<file path="src/rtl/lcd_pkg.sv">
// Shared LCD constants: font geometry, ASCII mapping, screen defaults and the
// string sequencer state encoding.
package lcd_pkg;

    localparam int SCREEN_W_DEF = 240;
    localparam int SCREEN_H_DEF = 320;
    localparam int MAX_LEN_DEF  = 16;

    localparam logic [9:0] FONT0_W = 10'd6;
    localparam logic [9:0] FONT0_H = 10'd12;
    localparam logic [9:0] FONT1_W = 10'd8;
    localparam logic [9:0] FONT1_H = 10'd16;

    localparam logic [6:0] ASCII_BASE = 7'h20;
    localparam logic [6:0] ASCII_LAST = 7'h7E;
    localparam logic [6:0] NEWLINE    = 7'h0A;

    typedef enum logic [2:0] {
        S_IDLE,
        S_LOAD,
        S_ISSUE,
        S_WAIT,
        S_NEXT,
        S_DONE
    } str_state_e;

    function automatic logic [9:0] glyph_w(input logic sz);
        return sz ? FONT1_W : FONT0_W;
    endfunction

    function automatic logic [9:0] glyph_h(input logic sz);
        return sz ? FONT1_H : FONT0_H;
    endfunction

    // Non-printable codes render as a space (glyph 0).
    function automatic logic [6:0] glyph_index(input logic [6:0] code);
        return (code >= ASCII_BASE && code <= ASCII_LAST) ? code - ASCII_BASE : 7'd0;
    endfunction

endpackage

</file>
<file path="src/rtl/lcd_str_buf.sv">
// Character buffer: DEPTH x 7-bit register file, one write port and one
// registered read port. Contents are intentionally not reset.
module lcd_str_buf #(
    parameter int DEPTH = 16,
    parameter int AW    = $clog2(DEPTH)
) (
    input  logic          sys_clk,
    input  logic          we,
    input  logic [AW-1:0] wr_addr,
    input  logic [6:0]    wr_data,
    input  logic [AW-1:0] rd_addr,
    output logic [6:0]    rd_data
);

    logic [6:0] mem [DEPTH];

    always_ff @(posedge sys_clk) begin
        if (we)
            mem[wr_addr] <= wr_data;
        rd_data <= mem[rd_addr];
    end

endmodule

</file>
<file path="src/rtl/lcd_show_string_ctrl.sv">
// String sequencer: walks the character buffer and drives the single-character
// engine once per glyph, handling cursor advance, wrap, newline and overflow.
module lcd_show_string_ctrl
    import lcd_pkg::*;
#(
    parameter int SCREEN_W = SCREEN_W_DEF,
    parameter int SCREEN_H = SCREEN_H_DEF,
    parameter int MAX_LEN  = MAX_LEN_DEF,
    parameter int AW       = $clog2(MAX_LEN)
) (
    input  logic          sys_clk,
    input  logic          sys_rst_n,
    input  logic          buf_we,
    input  logic [AW-1:0] buf_addr,
    input  logic [6:0]    buf_data,
    input  logic          str_req,
    input  logic [AW:0]   str_len,
    input  logic [8:0]    str_x,
    input  logic [8:0]    str_y,
    input  logic          size_sel,
    input  logic          show_char_done,
    output logic          show_char_flag,
    output logic [6:0]    ascii_num,
    output logic [8:0]    start_x,
    output logic [8:0]    start_y,
    output logic          en_size,
    output logic          busy,
    output logic          str_done,
    output logic          overflow
);

    localparam logic [9:0] SW      = 10'(SCREEN_W);
    localparam logic [9:0] SH      = 10'(SCREEN_H);
    localparam logic [AW:0] LEN_MAX = (AW+1)'(MAX_LEN);
    localparam logic [AW:0] ONE     = (AW+1)'(1);

    str_state_e  state;
    logic [AW:0] idx, len, idx_inc;
    logic [9:0]  org_x, cur_x, cur_y;
    logic        size_q, nl_q, prime;
    logic [9:0]  gw, gh, adv_x, nxt_x, nxt_y;
    logic        wrap, ovf;
    logic [AW-1:0] rd_addr;
    logic [6:0]  rd_data;

    assign idx_inc = idx + ONE;
    assign gw      = glyph_w(size_q);
    assign gh      = glyph_h(size_q);

    // In NEXT the read port is pointed at the upcoming index so LOAD sees it
    // without an extra cycle.
    assign rd_addr = (state == S_NEXT) ? idx_inc[AW-1:0] : idx[AW-1:0];

    lcd_str_buf #(.DEPTH(MAX_LEN), .AW(AW)) u_buf (
        .sys_clk (sys_clk),
        .we      (buf_we && !busy),
        .wr_addr (buf_addr),
        .wr_data (buf_data),
        .rd_addr (rd_addr),
        .rd_data (rd_data)
    );

    always_comb begin
        adv_x = cur_x + gw;
        wrap  = nl_q || (adv_x + gw > SW);
        nxt_x = wrap ? org_x : adv_x;
        nxt_y = wrap ? cur_y + gh : cur_y;
        ovf   = (nxt_y + gh > SH) && (idx_inc < len);
    end

    always_ff @(posedge sys_clk or negedge sys_rst_n) begin
        if (!sys_rst_n) begin
            state          <= S_IDLE;
            idx            <= '0;
            len            <= '0;
            org_x          <= '0;
            cur_x          <= '0;
            cur_y          <= '0;
            size_q         <= 1'b0;
            nl_q           <= 1'b0;
            prime          <= 1'b0;
            show_char_flag <= 1'b0;
            ascii_num      <= '0;
            start_x        <= '0;
            start_y        <= '0;
            en_size        <= 1'b0;
            busy           <= 1'b0;
            str_done       <= 1'b0;
            overflow       <= 1'b0;
        end else begin
            case (state)
                S_IDLE: begin
                    if (str_req) begin
                        len     <= (str_len > LEN_MAX) ? LEN_MAX : str_len;
                        size_q  <= size_sel;
                        en_size <= size_sel;
                        org_x   <= {1'b0, str_x};
                        cur_x   <= {1'b0, str_x};
                        cur_y   <= {1'b0, str_y};
                        idx     <= '0;
                        prime   <= 1'b1;
                        busy    <= 1'b1;
                        state   <= S_LOAD;
                    end
                end
                S_LOAD: begin
                    // First LOAD after a start waits for the registered read of
                    // entry 0; an empty string finishes from here.
                    if (prime) begin
                        prime <= 1'b0;
                        if (len == '0) begin
                            str_done <= 1'b1;
                            state    <= S_DONE;
                        end
                    end else if (rd_data == NEWLINE) begin
                        nl_q  <= 1'b1;
                        state <= S_NEXT;
                    end else begin
                        nl_q           <= 1'b0;
                        ascii_num      <= glyph_index(rd_data);
                        start_x        <= cur_x[8:0];
                        start_y        <= cur_y[8:0];
                        show_char_flag <= 1'b1;
                        state          <= S_ISSUE;
                    end
                end
                S_ISSUE: begin
                    show_char_flag <= 1'b0;
                    state          <= S_WAIT;
                end
                S_WAIT: begin
                    if (show_char_done)
                        state <= S_NEXT;
                end
                S_NEXT: begin
                    idx   <= idx_inc;
                    cur_x <= nxt_x;
                    cur_y <= nxt_y;
                    if (ovf) begin
                        overflow <= 1'b1;
                        str_done <= 1'b1;
                        state    <= S_DONE;
                    end else if (idx_inc == len) begin
                        str_done <= 1'b1;
                        state    <= S_DONE;
                    end else begin
                        state <= S_LOAD;
                    end
                end
                S_DONE: begin
                    str_done <= 1'b0;
                    overflow <= 1'b0;
                    busy     <= 1'b0;
                    state    <= S_IDLE;
                end
                default: state <= S_IDLE;
            endcase
        end
    end

endmodule

</file>
<file path="config.mk">
export PLATFORM = sky130hd
export DESIGN_NAME = lcd_show_string_ctrl
export DESIGN_NICKNAME = d
export VERILOG_FILES = /design/src/rtl/lcd_pkg.sv /design/src/rtl/lcd_str_buf.sv /design/src/rtl/lcd_show_string_ctrl.sv
export SDC_FILE = /design/constraint.sdc
export NUM_CORES = 1
export LEC_CHECK = 0
export CORE_MARGIN = 2
export CORE_UTILIZATION = 58
export DETAILED_ROUTE_END_ITERATION = 6
export PLACE_DENSITY = 0.79
export SKIP_CTS_REPAIR_TIMING = 1
export SYNTH_ARGS = -nofsm -noshare
export SYNTH_HDL_FRONTEND = slang
export SYNTH_SLANG_ARGS = --single-unit
export TNS_END_PERCENT = 1
</file>
<file path="constraint.sdc">
create_clock -name sys_clk -period 6.6 [get_ports sys_clk]
set_input_delay 0.99 -clock sys_clk [delete_from_list [all_inputs] [get_ports sys_clk]]
set_output_delay 0.99 -clock sys_clk [all_outputs]
set_load 0.01 [all_outputs]
</file>
# Yosys cells after proc, flatten, opt, wreduce, memory -nomap -nowiden
# Memories as Yosys holds them, arrays and structs flattened. A register that Yosys moved wholly into a read port is not among the register bits.
# Index checks and enable logic that the tools add are counted.
# op_classes
n_addsub	6
n_lt_le_gt_ge	6
eq_ne	16
muxes	37
bitwise	2
n_reduce_logical	23
# ops
cell	n
$mux W10	4
$pmux W10 S2	2
$mux W3	7
$add A10 B4 Y10	2
$add A10 B5 Y10	2
$mux W5	3
$pmux W3 S5	1
$ne A2 B2 Y1 const B	7
$reduce_and A2 Y1	6
$mux W1	11
$gt A10 B8 Y1 const B	1
$gt A10 B9 Y1 const B	1
$pmux W5 S2	1
$reduce_bool A2 Y1	5
$reduce_and A3 Y1	3
$mux W4	2
$pmux W1 S2	4
$eq A7 B4 Y1 const B	1
$ge A7 B6 Y1 const B	1
$le A7 B7 Y1 const B	1
$mux W7	1
$sub A7 B6 Y7 const B	1
$eq A3 B2 Y1 const B	2
$eq A3 B3 Y1 const B	2
16 further kinds	19
# word_totals
reg_bits	74
ram_bits	112
output_inout_bits	30
wordCells	107
memories	1
# memory_table
name	depth	word_bits	read_ports	rd_clocked_by_memory_dff	wr	line_no	rtl
u_buf.mem	16	7	1	1	1	lcd_str_buf.sv:15	logic [6:0] mem [DEPTH];

# Depth between registers and ports, before layout
# depth
word_depth	11
mapped_depth	27
depth_no_buf	25

# Hierarchy
# Synthesis repeated with hierarchy kept, for this count alone.
# unflattened
hier_cells	719
hier_area_um2	9011.1
# modules_own_cells
mod	instances	cells_per_inst	area_per_inst_um2	seq_area_each_um2
lcd_str_buf	1	203	4530.6	3503.4
lcd_show_string_ctrl	1	516	4480.5	1851.8

# Least setup slack after synthesis
# No wires, ideal clock.
# synth_timing
kind	register to register
from	reg size_q
to	reg str_done
t_arrival_ps	5676
required_ps	6475
setup_slack_ps	799
stages_incl_launch_ff	27
cell_sequence	dfrtp_1 -> inv_1 -> ha_1 -> inv_1 -> fa_1 -> fa_1 -> o21bai_2 -> nand3b_2 -> nor4_4 -> xnor2_1 -> or3_1 -> buf_6 -> clkbuf_1 -> nand2_1 -> nand2_1 -> ha_1 -> inv_1 -> fa_1 -> nor4b_1 -> o21ai_0 -> a211oi_1 -> a21oi_1 -> a211oi_1 -> o311ai_0 -> a21oi_1 -> o221a_2 -> o21ai_1
# synth_between
elab_chain_len	11
word_cells_on_any_way	15
classes_between	add/sub: 4; order compare: 2; eq/ne: 1; mux: 5; reduce/logical: 3
# synth_lines
element	line_no	rtl
from (decl)	lcd_show_string_ctrl.sv:40	logic size_q, nl_q, prime;
from (signal assigned)	lcd_show_string_ctrl.sv:95	size_q <= size_sel;
$mux W4	lcd_pkg.sv:28	return sz ? FONT1_W : FONT0_W;
$add A10 B4 Y10	lcd_show_string_ctrl.sv:64	adv_x = cur_x + gw;
$add A10 B4 Y10	lcd_show_string_ctrl.sv:65	wrap = nl_q || (adv_x + gw > SW);
$gt A10 B8 Y1	lcd_show_string_ctrl.sv:65	
$logic_or A1 B1 Y1	lcd_show_string_ctrl.sv:65	
$mux W10	lcd_show_string_ctrl.sv:67	nxt_y = wrap ? cur_y + gh : cur_y;
$add A10 B5 Y10 *	lcd_show_string_ctrl.sv:68	ovf = (nxt_y + gh > SH) && (idx_inc < len);
$gt A10 B9 Y1 *	lcd_show_string_ctrl.sv:68	
$logic_and A1 B1 Y1 *	lcd_show_string_ctrl.sv:68	
$ne A3 B2 Y1 (no line) / $mux W1 (equally long branches)	--	
$reduce_and A4 Y1 (no line) / $pmux W1 S3 (equally long branches)	--	
to (signal assigned)	lcd_show_string_ctrl.sv:88	str_done <= 1'b0;
to (signal assigned)	lcd_show_string_ctrl.sv:112	str_done <= 1'b1;
to (signal assigned)	lcd_show_string_ctrl.sv:141	str_done <= 1'b1;
to (decl)	lcd_show_string_ctrl.sv:28	output logic str_done,
# Mark *: on every way between the ends. The rest lies on a longest branch, timed or not.
# A chain may end at the register's enable or synchronous reset.

# Final worst setup path
# Same ends and word-level chain as after synthesis.

==> metrics.yaml <==
status:
  run_status: "finished clean"
global_route:
  grt_max_degree: 75
  grt_pass1_vias: 5829
  busiest_layer: "met2"
  grt_pass1_wl_um: 30800
  grt_antenna_before_repair: 0
  grtUsageMet1: 0.316
  grt_util_all_layers: 0.251
  grt_overflow: 0
  met2_usage: 0.425
  grt_util_met3: 0.0532
setup_path:
  reg2reg_slack_ns: 0.75
  crit_fanout: 12
  timing.rr.end: "str_done"
  start_kind: "flop"
  crit_required_ns: 6.93
  reg2reg_from: "size_q"
  cp-startpoint: "size_q"
  cp.arrival_ns: 6.18
  critPathCapture: "str_done"
  end_kind: "flop"
  worstSetupPathType: "flop to flop"
  rr_worst_depth: 26
hold_path:
  holdCritPathClass: "flop to flop"
die:
  die_w_um: 127
  core-area_um2: 15000
  num_rows: 45
  dieHeight_um: 127
  die_area_um2: 16200
  start_util: 0.588
  num_io_pins: 70
routing:
  drt-initial-drc-count: 616
  first_pass_iters: 6
  routed_wl_um: 19000
  vias_per_cell: 6.13
  ant_nets: 0
  drc: 0
  wl_per_cell_um: 19.6
  vias: 5926
synth:
  synth_nets: 758
  yosysSeqAreaShare: 0.606
  synth_edf_count: 112
  netlist_area_um2: 8830
  syn_area_per_cell_um2: 12.7
  yosysUniqueCellTypes: 63
  yosys_register_bits: 193
  synthCells: 693
  synthArstFlopShare: 0.383
  synth_flop_cell: "edfxtp_1"
  yosysWarnings: 0
power:
  switchingPower_w: 0.00198
  p_clk_frac: 0.215
  leakage_nw: 4.04
  powerDensity_nw_per_um2: 486
  comb_power_share: 0.445
  swShare: 0.392
  ir_drop_mv: 0.311
  power_frac_seq: 0.340
  internal_power_w: 0.00307
sta:
  period_needed_ns: 5.85
  hold_viol: 0
  fin_crit_sh: 0.886
  finClkSkew_ns: 0.0111
  rsz0062_at_grt: "false"
  tightest_slew_ns: 1.22
  worst_slack_ns: 0.750
  slew_viol_final: 0
  maxSlewHeadroom: 0.181
  setup-tns-final_ns: 0
  fmax_mhz: 171
  setup_violations: 0
clock_tree:
  clk_latency_ns: 0.45
  htreeDepth: 4
  clk_pin_slew_worst_paths_ns: 0.08
  tritoncts: "built"
  cts_buffer_depth: 2
  numCtsBuffers: 17
  cts-root-buf: "clkbuf_16"
  cts.sinks: 193
final_layout:
  final_common_cell: "nand2_1"
  layout.nets: 830
  area_delta_synth_final_pct: 17.5
  final_cell_mix: "nand2_1, edfxtp_1, dfrtp_1"
  antennaDiodeCount: 0
  drive_gt1_frac: 0.121
run:
  max_cap_violations: 0
place:
  dp_slack_ns: 0.818
  gp_congestion: 0.900
  hpwlAfterDp_um: 13300
  io_buffers: 69
worst max-delay path, stage by stage (launching register included):
cell and delay [ns]:
dfrtp_1 0.37, buf_4 0.20, inv_1 0.27, ha_1 0.24
inv_1 0.06, fa_1 0.51, fa_1 0.46, o21bai_2 0.17
nand3b_2 0.13, nor4_4 0.27, xnor2_1 0.22, nor3_1 0.18
buf_4 0.22, nand2_1 0.07, nand2_1 0.09, ha_1 0.18
inv_1 0.06, fa_1 0.47, nor4b_1 0.20, o21ai_0 0.16
a211oi_1 0.29, a21oi_1 0.07, a211oi_1 0.21, o311ai_0 0.15
a21oi_1 0.18, o221a_2 0.23, o21ai_1 0.08
routing by layer:
layer / part of all wire / vias to the layer above
met5: 0 / -
met4: 0.031 / 0
met3: 0.068 / 52
met2: 0.52 / 272
met1: 0.38 / 2916
li1: - / 2686
Yosys cell counts, types with 7 or more instances:
cell type	count	area (µm²)
nand2b_1	9	56.3
a22oi_1	10	75.1
mux4_2	35	788
nor2_1	46	173
dfrtp_1	74	1850
dfxtp_1	7	140
nand2_1	129	484
nor3_1	11	55.1
xor2_1	8	70.1
ha_1	21	263
inv_1	26	97.6
o21ai_0	39	195
nor2b_1	10	62.6
xnor2_1	11	96.3
edfxtp_1	112	3360
a21oi_1	20	100
clkbuf_1	20	75.1
o21ai_1	8	40.0
registers in the layout, indices dropped and copies added, names as in the netlist, 7 cells and up:
signal / flops
org_x: 9
start_x: 9
start_y: 9
cur_y: 10
u_buf.rd_data: 7
u_buf.mem: 112
cur_x: 10
ascii_num: 7
worst min path at each step:
stage / startpoint / to / cells past startpoint
floorplan: u_buf.rd_data[3] / ascii_num[3] / 2
global placement: start_y[1] / start_y[1] / 2
detailed placement: start_y[4] / start_y[4] / 2
CTS: start_x[7] / start_x[7] / 2
global route: ascii_num[4] / ascii_num[4] / 2
finish: start_x[7] / start_x[7] / 2
cell type report:
type                    count  area (µm²)
inverters                  27         101
repair buffers             78         756
clock buffers              17         425
clock inverters            15         224
fillers                   968        4660
flip-flops and latches    193        5360
well taps                 188         235
multi-input cells         448        3280
metrics by stage:
step / instance area (µm²) / power [W] / util / hold slack [ns] / cells
finish: 10400 / 0.00505 / 0.690 / 0.482 / 966
global route: 10400 / 0.00538 / 0.690 / 0.510 / 966
CTS: 10400 / 0.00506 / 0.690 / 0.486 / 966
detailed placement: 9730 / 0.00396 / 0.647 / 0.461 / 934
global placement: 9730 / 0.00386 / 0.647 / 0.460 / 934
floorplan: 8830 / 0.00330 / - / 0.432 / 693
kinds of logic (layout without fill, tap and decap cells):
logic type	after synthesis	in the layout	share of synthesized area
xor+xnor	20	20	0.0214
flops	193	193	0.606
mux	41	41	0.0965
compound gates	118	118	0.0858
fa+ha+maj	25	25	0.0388
buf+inv	52	137	0.0232
simple gates	244	244	0.128
power groups by stage:
stage / Sequential (W) / Combinational [W] / Clock [W]
2_1_floorplan: 0.00171 / 0.00159 / 0
3_3_place_gp: 0.00172 / 0.00214 / 0
3_5_place_dp: 0.00173 / 0.00223 / 0
4_1_cts: 0.00171 / 0.00225 / 0.00110
5_1_grt: 0.00174 / 0.00248 / 0.00115
6_report: 0.00172 / 0.00225 / 0.00108
Note: power is estimated with default switching activity, not from simulation.
